`config.mk`:
```
export PLATFORM = sky130hd
export DESIGN_NAME = program_sequencer_ps2
export DESIGN_NICKNAME = d
export VERILOG_FILES = /design/src/rtl/program_sequencer_ps2.sv
export SDC_FILE = /design/constraint.sdc
export NUM_CORES = 1
export LEC_CHECK = 0
export ABC_AREA = 0
export CAP_MARGIN = 10
export CORE_MARGIN = 10
export CORE_UTILIZATION = 55
export DETAILED_ROUTE_END_ITERATION = 16
export PLACE_DENSITY = 0.87
export SLEW_MARGIN = 20
export SYNTH_ARGS = -nofsm -noshare
export SYNTH_HDL_FRONTEND = slang
export SYNTH_SLANG_ARGS = --single-unit
```
`constraint.sdc`:
```
create_clock -name clk -period 4.2 [get_ports clk]
set_clock_uncertainty 0.05 [all_clocks]
set_input_delay 0.84 -clock clk [delete_from_list [all_inputs] [get_ports clk]]
set_output_delay 0.84 -clock clk [all_outputs]
set_load 0.02 [all_outputs]
```
`src/rtl/program_sequencer_ps2.sv`:
```
// program_sequencer_ps2 -- program counter / fetch-address generator.
// Handles jump, conditional jump, timed wait (HOLD) and a call/return stack
// with sticky overflow and underflow flags.
// Optional build macro PS_DEBUG_EN exposes internal state on from_PS.
// Without the macro, from_PS is tied to 8'h00.
module program_sequencer_ps2 #(
  parameter int ADDR_W      = 8,
  parameter int JADDR_W     = 4,
  parameter int STACK_DEPTH = 4
) (
  input  logic               clk,
  input  logic               sync_reset,
  input  logic               jmp,
  input  logic               jmp_nz,
  input  logic               dont_jmp,
  input  logic               wait_en,
  input  logic               call,
  input  logic               ret,
  input  logic [JADDR_W-1:0] jmp_addr,
  output logic [ADDR_W-1:0]  pm_addr,
  output logic [ADDR_W-1:0]  pc,
  output logic               stack_empty,
  output logic               stack_ovf,
  output logic               stack_unf,
  output logic [7:0]         from_PS
);

  // The pointer can reach STACK_DEPTH, so it needs one extra code point.
  // Storage is rounded up to a power of two so the pointer indexes it
  // directly; the slots beyond STACK_DEPTH are never written.
  localparam int SP_W  = $clog2(STACK_DEPTH + 1);
  localparam int SLOTS = 1 << SP_W;

  typedef enum logic {
    RUN  = 1'b0,
    HOLD = 1'b1
  } state_t;

  state_t             state_q;
  logic [ADDR_W-1:0]  pc_q;
  logic [JADDR_W-1:0] timer_q;
  logic [SP_W-1:0]    sp_q;
  logic               ovf_q;
  logic               unf_q;
  logic [ADDR_W-1:0]  stack_q [SLOTS];

  logic [ADDR_W-1:0]  pc_inc_s;
  logic [ADDR_W-1:0]  target_s;
  logic [SP_W-1:0]    top_idx_s;
  logic               empty_s;
  logic               full_s;

  logic [ADDR_W-1:0]  next_addr_d;
  logic               push_s;
  logic               pop_s;
  logic               set_ovf_s;
  logic               set_unf_s;
  logic               start_wait_s;

  assign pc_inc_s  = pc_q + ADDR_W'(1);
  assign target_s  = ADDR_W'(jmp_addr) << (ADDR_W - JADDR_W);
  assign top_idx_s = sp_q - SP_W'(1);
  assign empty_s   = (sp_q == SP_W'(0));
  assign full_s    = (sp_q == SP_W'(STACK_DEPTH));

  // Priority next-address mux and decode of the single winning action.
  always_comb begin
    next_addr_d  = pc_inc_s;
    push_s       = 1'b0;
    pop_s        = 1'b0;
    set_ovf_s    = 1'b0;
    set_unf_s    = 1'b0;
    start_wait_s = 1'b0;
    if (sync_reset) begin
      next_addr_d = '0;
    end else if (state_q == HOLD) begin
      next_addr_d = pc_inc_s;
    end else if (ret) begin
      if (!empty_s) begin
        next_addr_d = stack_q[top_idx_s];
        pop_s       = 1'b1;
      end else begin
        next_addr_d = pc_inc_s;
        set_unf_s   = 1'b1;
      end
    end else if (call) begin
      next_addr_d = target_s;
      if (!full_s) begin
        push_s = 1'b1;
      end else begin
        set_ovf_s = 1'b1;
      end
    end else if (jmp) begin
      next_addr_d = target_s;
    end else if (jmp_nz && !dont_jmp) begin
      next_addr_d = target_s;
    end else if (wait_en && (jmp_addr != JADDR_W'(0))) begin
      // The fetch address stays on the current instruction while waiting.
      next_addr_d  = pc_q;
      start_wait_s = 1'b1;
    end else begin
      next_addr_d = pc_inc_s;
    end
  end

  // Sequencer FSM: program counter, wait timer, stack pointer and flags.
  always_ff @(posedge clk) begin
    if (sync_reset) begin
      state_q <= RUN;
      pc_q    <= '0;
      timer_q <= '0;
      sp_q    <= '0;
      ovf_q   <= 1'b0;
      unf_q   <= 1'b0;
    end else begin
      case (state_q)
        RUN: begin
          pc_q <= next_addr_d;
          if (start_wait_s) begin
            state_q <= HOLD;
            timer_q <= jmp_addr - JADDR_W'(1);
          end
          if (push_s) begin
            sp_q <= sp_q + SP_W'(1);
          end else if (pop_s) begin
            sp_q <= top_idx_s;
          end
          ovf_q <= ovf_q | set_ovf_s;
          unf_q <= unf_q | set_unf_s;
        end
        HOLD: begin
          // The exit edge accepts pc+1, so a wait of N holds pc for N edges.
          if (timer_q != JADDR_W'(0)) begin
            timer_q <= timer_q - JADDR_W'(1);
          end else begin
            state_q <= RUN;
            pc_q    <= next_addr_d;
          end
        end
        default: begin
          state_q <= RUN;
          timer_q <= '0;
        end
      endcase
    end
  end

  // Return-address storage; only the pointer is reset, entries are not.
  always_ff @(posedge clk) begin
    if (push_s) begin
      stack_q[sp_q] <= pc_inc_s;
    end
  end

  assign pm_addr     = next_addr_d;
  assign pc          = pc_q;
  assign stack_empty = empty_s;
  assign stack_ovf   = ovf_q;
  assign stack_unf   = unf_q;

`ifdef PS_DEBUG_EN
  logic [3:0] timer4_s;
  if (JADDR_W >= 4) begin : g_tmr_trunc
    assign timer4_s = timer_q[3:0];
  end else begin : g_tmr_ext
    assign timer4_s = {{(4 - JADDR_W){1'b0}}, timer_q};
  end
  assign from_PS = {(state_q == HOLD), ovf_q, unf_q, empty_s, timer4_s};
`else
  assign from_PS = 8'h00;
`endif

endmodule
```
Word level (Yosys, flattened, before mapping)
Memories as Yosys holds them, arrays and structs flattened.
Cells that the tools add are included.
{ "word_totals": {"ff_bits": 18, "ramBits": 64, "out_inout_bits": 27, "memories": 1} }
{ "op_classes": {"n_addsub": 5, "n_eq_ne": 4, "n_mux": 45, "bitwise": 3, "reduce_logical": 9} }
{ "memory_table": {"columns": ["memory", "words", "width", "rd", "rd_clocked_by_memory_dff", "wr", "line", "text"], "rows": [
  ["stack_q", 8, 8, 1, 0, 1, "45", "logic [ADDR_W-1:0] stack_q [SLOTS];"]
]} }
{ "ops": {"columns": ["op", "n"], "rows": [
  ["8-bit two-way mux", 9],
  ["1-bit two-way mux", 29],
  ["8-bit case mux with 2 select lines", 1],
  ["8-bit by 1-bit adder with 8-bit output (second input constant)", 1],
  ["4-bit two-way mux", 2],
  ["4-bit case mux with 2 select lines", 1],
  ["4-bit nonzero test", 2],
  ["4-bit by 1-bit subtractor with 4-bit output (second input constant)", 2],
  ["3-bit two-way mux", 2],
  ["2-bit inequality test (second input constant)", 2],
  ["2-bit AND reduction", 2],
  ["3-bit by 1-bit adder with 3-bit output (second input constant)", 1],
  ["3-bit == test (second input constant)", 1],
  ["3-bit logical NOT", 1],
  ["3-bit by 1-bit subtractor with 3-bit output (second input constant)", 1],
  ["1-bit logical AND", 2],
  ["2-bit by 1-bit inequality test with 1-bit output (second input constant)", 1],
  ["1-bit bitwise OR", 2],
  ["1-bit case mux with 2 select lines", 1],
  ["2-bit nonzero test", 1],
  ["1-bit logical NOT", 1],
  ["1-bit NOT", 1]
]} }

Longest topological paths before layout
Gate-level depths: netlist (run 1).
{ "depth": {"depth_word": 11, "mapped_depth": 11, "ltp_nobuf": 8} }

Least setup slack after synthesis (run 1)
No wires, ideal clock.
{ "synth_path": {"path_kind": "register to output", "startpoint": "reg sp_q[0]", "endpoint": "out pm_addr[5]", "t_arrival_ps": 2742, "setup_slack_ps": 568, "stages_incl_launch_ff": 10, "path_buffers": 4, "path_cell_list": "dfxtp_1 > buf_2 > buf_4 > inv_1 > ha_1 > buf_2 > clkbuf_1 > mux4_2 > o22ai_1 > nor4_1"} }
{ "synth_via": {"elab_chain_cells": 6, "elab_cells_between_ends": 7, "classes_between": "add/sub: 1; mux: 4; reduce/logical: 1; memory: 1"} }
{ "synth_rtl": {"columns": ["element", "line", "text"], "rows": [
  ["start, declared", "42", "logic [SP_W-1:0] sp_q;"],
  ["start signal, assigned", "124", "sp_q <= sp_q + SP_W'(1);"],
  ["start signal, assigned", "126", "sp_q <= top_idx_s;"],
  ["3-bit by 1-bit subtractor with 3-bit output", "62", "assign top_idx_s = sp_q - SP_W'(1);"],
  ["memory 8 x 8 bit", null, null],
  ["8-bit two-way mux (*)", "79", "if (!empty_s) begin"],
  ["8-bit two-way mux (*)", "78", "end else if (ret) begin"],
  ["8-bit two-way mux (*)", "76", "end else if (state_q == HOLD) begin"],
  ["8-bit two-way mux (*)", "74", "if (sync_reset) begin"],
  ["end, declared", "20", "output logic [ADDR_W-1:0] pm_addr,"]
]} }
Every way passes the cells marked *; elsewhere a longest branch is shown, timed or not.

Worst setup path in the final report (run 1)
{ "layout_path": {"startpoint": "in jmp_addr[0]", "endpoint": "out pm_addr[2]"} }
{ "layout_via": {"elab_chain_cells": 9} }
{ "layout_rtl": {"columns": ["element", "line", "text"], "rows": [
  ["start, declared", "19", "input logic [JADDR_W-1:0] jmp_addr,"],
  ["4-bit nonzero test", "97", "end else if (wait_en && (jmp_addr != JADDR_W'(0))) begin"],
  ["1-bit logical AND", "97", null],
  ["8-bit two-way mux", "97", null],
  ["8-bit two-way mux", "95", "end else if (jmp_nz && !dont_jmp) begin"],
  ["8-bit two-way mux", "93", "end else if (jmp) begin"],
  ["8-bit two-way mux", "86", "end else if (call) begin"],
  ["8-bit two-way mux", "78", null],
  ["8-bit two-way mux", "76", null],
  ["8-bit two-way mux", "74", null]
]} }
Every way passes these cells.

==> reports/summary.txt, run 1 <==
Number of global-route vias before repair -> 2,727
Critical path type -> in -> out
Cell variety after synth -> 54
Min cycle time layout -> 4.09 ns
CTS tree -> done
Hold buffers post-CTS -> 0
Leakage -> 1.66 nW
TNS Setup -> 0 ns
Status -> completed
Critical Path Sink Type -> output pin
Post-route ant nets -> 0
Clk root buf -> clkbuf_8
Most frequent cell after synthesis -> edfxtp_1
Via density -> 6.11
Residual DRC count -> 0
Avg Cell Area, Syn -> 12.9 um2
Row count -> 30
Placer congestion estimate -> 0.875
Bufs on Longest Clock Path -> 2
Initial Utilization -> 57.4%
Nets@finish -> 370
Post-synth top area share -> 48.5%
Critical Path RT -> 3.31 ns
Arrival @ worst endpoint -> 3.20 ns
Worst VDD drop -> 0.334 mV
Synth Flop Type -> edfxtp_1
Die height -> 105 um
Hpwl dp -> 6400 um
Antenna violations before repair -> 0
Pwr/cell area -> 458 mW/mm2
Final setup viols -> 0
Drt pass-1 iters -> 4
First-pass GRT wire length -> 14,500 um
Ys async rst share -> 0%
Area contributors post-synth -> edfxtp_1 49%, dfxtp_1 9.1%, mux4_2 9.1%
Leading area contributor after synthesis -> edfxtp_1
DP Area -> 0.00443 mm2
Tcrit/Tclk final -> 97.4%
Remaining Overflow, GRT -> 0
Count of filler cells inserted in the layout -> 480
Die area -> 0.0110 mm2
First DRT Iteration DRCs -> 260
Sequential area share after synthesis -> 57.6%
H-tree depth -> 3
I/O pin cnt -> 39
Port-buffer cells -> 30
Critical-path maximum fanout -> 4
Worst-margin pin slew -> 0.917 ns
Clk_lat worst skew -> 0.35 ns
Post-Layout Inst Area -> 0.00469 mm2
Fin. max-slew vios -> 0
Commonest cells in the netlist -> 64 x edfxtp_1, 25 x nor2_1, 22 x nand2_1, 18 x dfxtp_1, 16 x mux4_2
Core area -> 0.00691 mm2
Num CTS Buffers -> 9
Post-CTS Setup Inserts -> 0
Ant. Diodes -> 0
Gate Count Post-Synth -> 308
Die X-Extent -> 105 um
Maxcap violations -> 0
Routed vias -> 2,775
Largest net degree at the start of global routing -> 23
CTS sink count -> 82
Max Fclk -> 245 MHz
All-layer global routing usage -> 16.1%
Netlist Area Pre-Place -> 0.00396 mm2
Number of synthesized flops with an enable pin -> 64
Drt wl/cell -> 19.7 um
Flops & latches, synth -> 82
Share of layout cells above drive strength 1 -> 16.8%
Crit start category -> input port
RSZ-0062 raised after global routing -> false
Min-Delay Path Class -> reg -> reg
Final-report hold violation count -> 0
Yosys warnings -> 0
Clock transition at path regs -> 0.09 ns
Final wirelength -> 8930 um
P&R area growth vs syn -> 18.4%
Worst rel slew slack -> 38.4%
-- flip-flops by register name (all words and copies together) (netlist names) --
signal and flops:
stack_ovf 1, sp_q 3, state_q 1, pc 8, timer_q 4, stack_q 64, stack_unf 1
-- worst paths after layout --
path | cells after the start | slack, ns | endpoint | start
max | 8 | 0.11 | pm_addr[2] | jmp_addr[0]
min reg2reg | 2 | 0.44 | stack_unf | stack_unf
max reg2reg | 3 | 1.63 | stack_q[4][2] | state_q
min | 2 | 0.44 | stack_unf | stack_unf
-- layout by cell type (no fill, tap or decap), types with 3 or more instances in the layout --
| master | Yosys | routed |
|---|---|---|
| a21oi_1 | 11 | 11 |
| buf_4 | 9 | 18 |
| bufinv_16 | 0 | 3 |
| clkbuf_8 | 0 | 9 |
| clkdlybuf4s50_1 | 0 | 24 |
| conb_1 | 1 | 8 |
| dfxtp_1 | 18 | 18 |
| dlymetal6s2s_1 | 0 | 6 |
| edfxtp_1 | 64 | 64 |
| ha_1 | 5 | 5 |
| inv_1 | 9 | 9 |
| mux2i_1 | 7 | 7 |
| mux4_2 | 16 | 16 |
| nand2_1 | 22 | 22 |
| nand2b_1 | 6 | 6 |
| nand3_1 | 14 | 14 |
| nand3b_1 | 3 | 3 |
| nand4_1 | 5 | 5 |
| nor2_1 | 25 | 25 |
| nor2b_1 | 3 | 3 |
| nor3_1 | 4 | 4 |
| nor4_1 | 4 | 3 |
| o21ai_0 | 9 | 9 |
| o22ai_1 | 5 | 5 |
| o32ai_1 | 3 | 3 |
| or3_1 | 3 | 3 |
| xnor2_1 | 7 | 7 |
| xor2_1 | 7 | 7 |
-- stage by stage --
step	std cells	worst slack, ns	utilization [%]	total power, mW	hold slack (ns)
floorplan	315	0.568	-	1.30	0.406
global placement	438	0.122	64.1	1.46	0.403
detailed placement	438	0.107	64.1	1.48	0.417
CTS	454	0.0797	67.6	2.16	0.438
global route	454	0.00540	67.9	2.24	0.465
finish	454	0.111	67.9	2.15	0.437
-- repair_timing --
item	4_1_cts	5_1_grt
setup endpoints to repair	0	6
resized for setup	0	7
endpoints found under the hold margin	0	0
-- metal layers --
layer / up-vias / track usage, % / part of all wire (%)
met1: 1342 / 19.7 / 40
met5: - / 0 / 0
met4: 0 / 5.59 / 2.7
met2: 145 / 26.8 / 49
met3: 36 / 4.42 / 7.9
li1: 1252 / - / -
-- final cells by class --
cell class	instances	area, um2	share of cell area [%]
timing repair buffer	48	450	9.60
inverter	9	33.8	0.720
multi-input combinational	203	1560	33.3
sequential	82	2280	48.6
clock buffer	10	128	2.72
tap	96	120	2.56
clock inverter	6	115	2.45
-- cells by family after synthesis --
family	Yosys count	share of synthesized area, %
flops	82	57.6
fa+ha+maj	5	1.58
other cells	1	0.0947
xor+xnor	14	3.10
simple gates	103	13.6
mux	23	10.9
compound gates	50	9.35
buf+inv	30	3.76
-- worst max-delay path, cell delays in order --
cell and delay [ns]:
clkdlybuf4s50_1 0.43, o41a_1 0.48, buf_4 0.17, or2b_1 0.16, a21oi_1 0.07, a31oi_1 0.22
o21a_1 0.19, clkdlybuf4s50_1 0.63
-- power breakdown --
part	internal, mW	switching, mW
Clock	0.398	0.286
Sequential	0.930	0.0379
Combinational	0.213	0.286
Total	1.54	0.610
Note: power is estimated with default switching activity, not from simulation.
==> run 2, diff against run 1 <==
--- a/config.mk
+++ b/config.mk
@@ -9,6 +9,7 @@
 export CAP_MARGIN = 10
 export CORE_MARGIN = 10
 export CORE_UTILIZATION = 55
+export CTS_CLUSTER_SIZE = 30
 export DETAILED_ROUTE_END_ITERATION = 16
 export PLACE_DENSITY = 0.87
 export SLEW_MARGIN = 20
==> results of run 2 <==
Same layout as run 1: the final DEF is identical, and so are final timing and power.
==> run 3, diff against run 2 <==
--- a/config.mk
+++ b/config.mk
@@ -7,11 +7,14 @@
 export LEC_CHECK = 0
 export ABC_AREA = 0
 export CAP_MARGIN = 10
+export CELL_PAD_IN_SITES_DETAIL_PLACEMENT = 0
+export CELL_PAD_IN_SITES_GLOBAL_PLACEMENT = 1
 export CORE_MARGIN = 10
-export CORE_UTILIZATION = 55
+export CORE_UTILIZATION = 47
 export CTS_CLUSTER_SIZE = 30
 export DETAILED_ROUTE_END_ITERATION = 16
-export PLACE_DENSITY = 0.87
+export MAX_ROUTING_LAYER = met4
+export PLACE_DENSITY = 0.9
 export SLEW_MARGIN = 20
 export SYNTH_ARGS = -nofsm -noshare
 export SYNTH_HDL_FRONTEND = slang
==> constraint.sdc (replaced) <==
create_clock -name clk -period 4.7 [get_ports clk]
set_clock_uncertainty 0.05 [all_clocks]
set_input_delay 0.94 -clock clk [delete_from_list [all_inputs] [get_ports clk]]
set_output_delay 0.94 -clock clk [all_outputs]
set_load 0.02 [all_outputs]
==> run 3 against run 2 <==
  * Die area rose by 14%
  * Final area fell by 2.4%
  * Setup slack improved by 0.12 ns
  * Worst hold slack got worse by 0.015 ns
  * Power fell by 16%
  * Non-clock buffer count fell by 8
  * Clock-buffer cell count did not move
  * Core utilization fell by 12 points
  * First-iteration DRC count fell by 33%
  * Cell count rose by 0.22%
  * Flip-flop and latch count did not move
  * Register-to-register slack improved by 0.52 ns
==> reports/summary.txt, run 3 (synthesis results as in run 1) <==
Final wirelength -> 8770 um (-1.8%)
Final-report hold violation count -> 0 (unchanged)
Final core occ -> 55.7% (-12 points)
Reg with most FFs -> stack_q
Max Fclk -> 224 MHz
Clock transition at path regs -> 0.08 ns (about the same)
Clk root buf -> clkbuf_8
Largest net degree at the start of global routing -> 19 (-17%)
Worst VDD drop -> 0.142 mV (-57%)
Overall power -> 1.81 mW (-16%)
Via density -> 5.80 (-5.1%)
Hold buffers post-CTS -> 0 (unchanged)
I/O pin cnt -> 39 (unchanged)
Arrival @ worst endpoint -> 3.47 ns (+0.27 ns)
Worst-margin pin slew -> 0.869 ns (-0.0480 ns)
Row count -> 33 (+10%)
Die height -> 112 um (+6.6%)
Residual DRC count -> 0 (unchanged)
Hpwl dp -> 6490 um (+1.4%)
Maxcap violations -> 0 (unchanged)
H-tree depth -> 3 (unchanged)
Worst rel slew slack -> 41.6% (+3.2 points)
Hold slack -> 0.422 ns (-0.0150 ns)
Min cycle time layout -> 4.46 ns
Routed vias -> 2,638 (-4.9%)
Core area -> 0.00822 mm2 (+19%)
Post-CTS Setup Inserts -> 0 (unchanged)
Count of filler cells inserted in the layout -> 653 (+36%)
Status -> completed
Clk_lat worst skew -> 0.36 ns (about the same)
Fin. max-slew vios -> 0 (unchanged)
Share of layout cells above drive strength 1 -> 14.6% (-2.2 points)
Post-cts gate resize count -> 0 (unchanged)
Min-Delay Path Class -> reg -> reg
Global-route layer with the greatest usage -> met2
First DRT Iteration DRCs -> 173 (-33%)
Remaining Overflow, GRT -> 0 (unchanged)
Nets@finish -> 362 (-2.2%)
Critical-path maximum fanout -> 6 (+2)
Num CTS Buffers -> 9 (unchanged)
RSZ-0062 raised after global routing -> false
Max FFs per register -> 64 (unchanged)
CTS tree -> done
Die X-Extent -> 112 um (+6.6%)
TNS Setup -> 0 ns (unchanged)
Crit start category -> input port
Critical path type -> in -> out
Pwr/cell area -> 396 mW/mm2 (-14%)
Drt wl/cell -> 19.3 um (-2.0%)
Post-route ant nets -> 0 (unchanged)
All-layer global routing usage -> 14.6% (-1.5 points)
Drt pass-1 iters -> 4 (unchanged)
Critical Path RT -> 3.71 ns (+0.40 ns)
Tcrit/Tclk final -> 95.0%
Antenna violations before repair -> 0 (unchanged)
Ant. Diodes -> 0 (unchanged)
Bufs on Longest Clock Path -> 2 (unchanged)
Highest-count cells in the layout ignoring fill and taps -> 64 x edfxtp_1, 30 x clkdlybuf4s50_1, 25 x nor2_1
Number of global-route vias before repair -> 2,719 (-0.29%)
First-pass GRT wire length -> 14,300 um (-1.0%)
Met2 Track Usage GR -> 24.0% (-2.7 points)
Commonest non-fill, non-tap cell in the layout -> edfxtp_1
Die area -> 0.0125 mm2 (+14%)
Initial Utilization -> 48.2% (-9.1 points)
Critical Path Sink Type -> output pin
Port-buffer cells -> 30 (unchanged)
CTS sink count -> 82 (unchanged)
Leakage -> 1.51 nW (-8.9%)
P&R area growth vs syn -> 15.6%
Final setup viols -> 0 (unchanged)
GR met1 Demand/Resource -> 16.2% (-3.5 points)
Grt met3 use -> 4.24% (-0.18 points)
Placer congestion estimate -> 0.945 (+8.0%)
## run 3: power breakdown
part / switching [mW] / internal, mW / total, mW
logic: 0.246 / 0.183 / 0.429
registers: 0.0335 / 0.831 / 0.864
clock network: 0.267 / 0.252 / 0.519
## run 3: routing by layer
metal / vias up / part of all wire [%]
met2: 77 / 50
met5: - / 0
li1: 1238 / -
met3: 22 / 6.2
met4: 0 / 2.3
met1: 1301 / 41
## run 3: through the flow
stage | worst slack [ns] | area [um2] | instances
finish | 0.235 | 4580 | 455
global route | 0.0461 | 4580 | 455
CTS | 0.222 | 4580 | 455
detailed placement | 0.248 | 4380 | 439
global placement | 0.277 | 4380 | 439
floorplan | 0.968 | 3990 | 315
## run 3: layout make-up
cell class                      count  area, um2  share of cell area [%]
Sequential cell                    82       2280                    49.8
Multi-Input combinational cell    203       1560                    34.0
Timing Repair Buffer               40        375                    8.19
Tap cell                          105        131                    2.87
Clock buffer                       10        128                    2.79
Clock inverter                      6       73.8                    1.61
Inverter                            9       33.8                   0.738
## run 3: critical path, stage by stage
cell	delay [ns]
clkdlybuf4s50_1	0.50
o41a_1	0.56
nor3_2	0.22
or4_1	0.13
o311ai_1	0.14
nor4_1	0.32
clkdlybuf4s50_1	0.67
## run 3: path summary, 6_finish.rpt
check | startpoint | endpoint | slack [ns] | cells after the start
worst max-delay path | jmp_addr[0] | pm_addr[5] | 0.24 | 7
worst min-delay path | stack_unf | stack_unf | 0.42 | 2
worst max register to register | state_q | stack_q[5][0] | 2.15 | 3
worst min register to register | stack_unf | stack_unf | 0.42 | 2
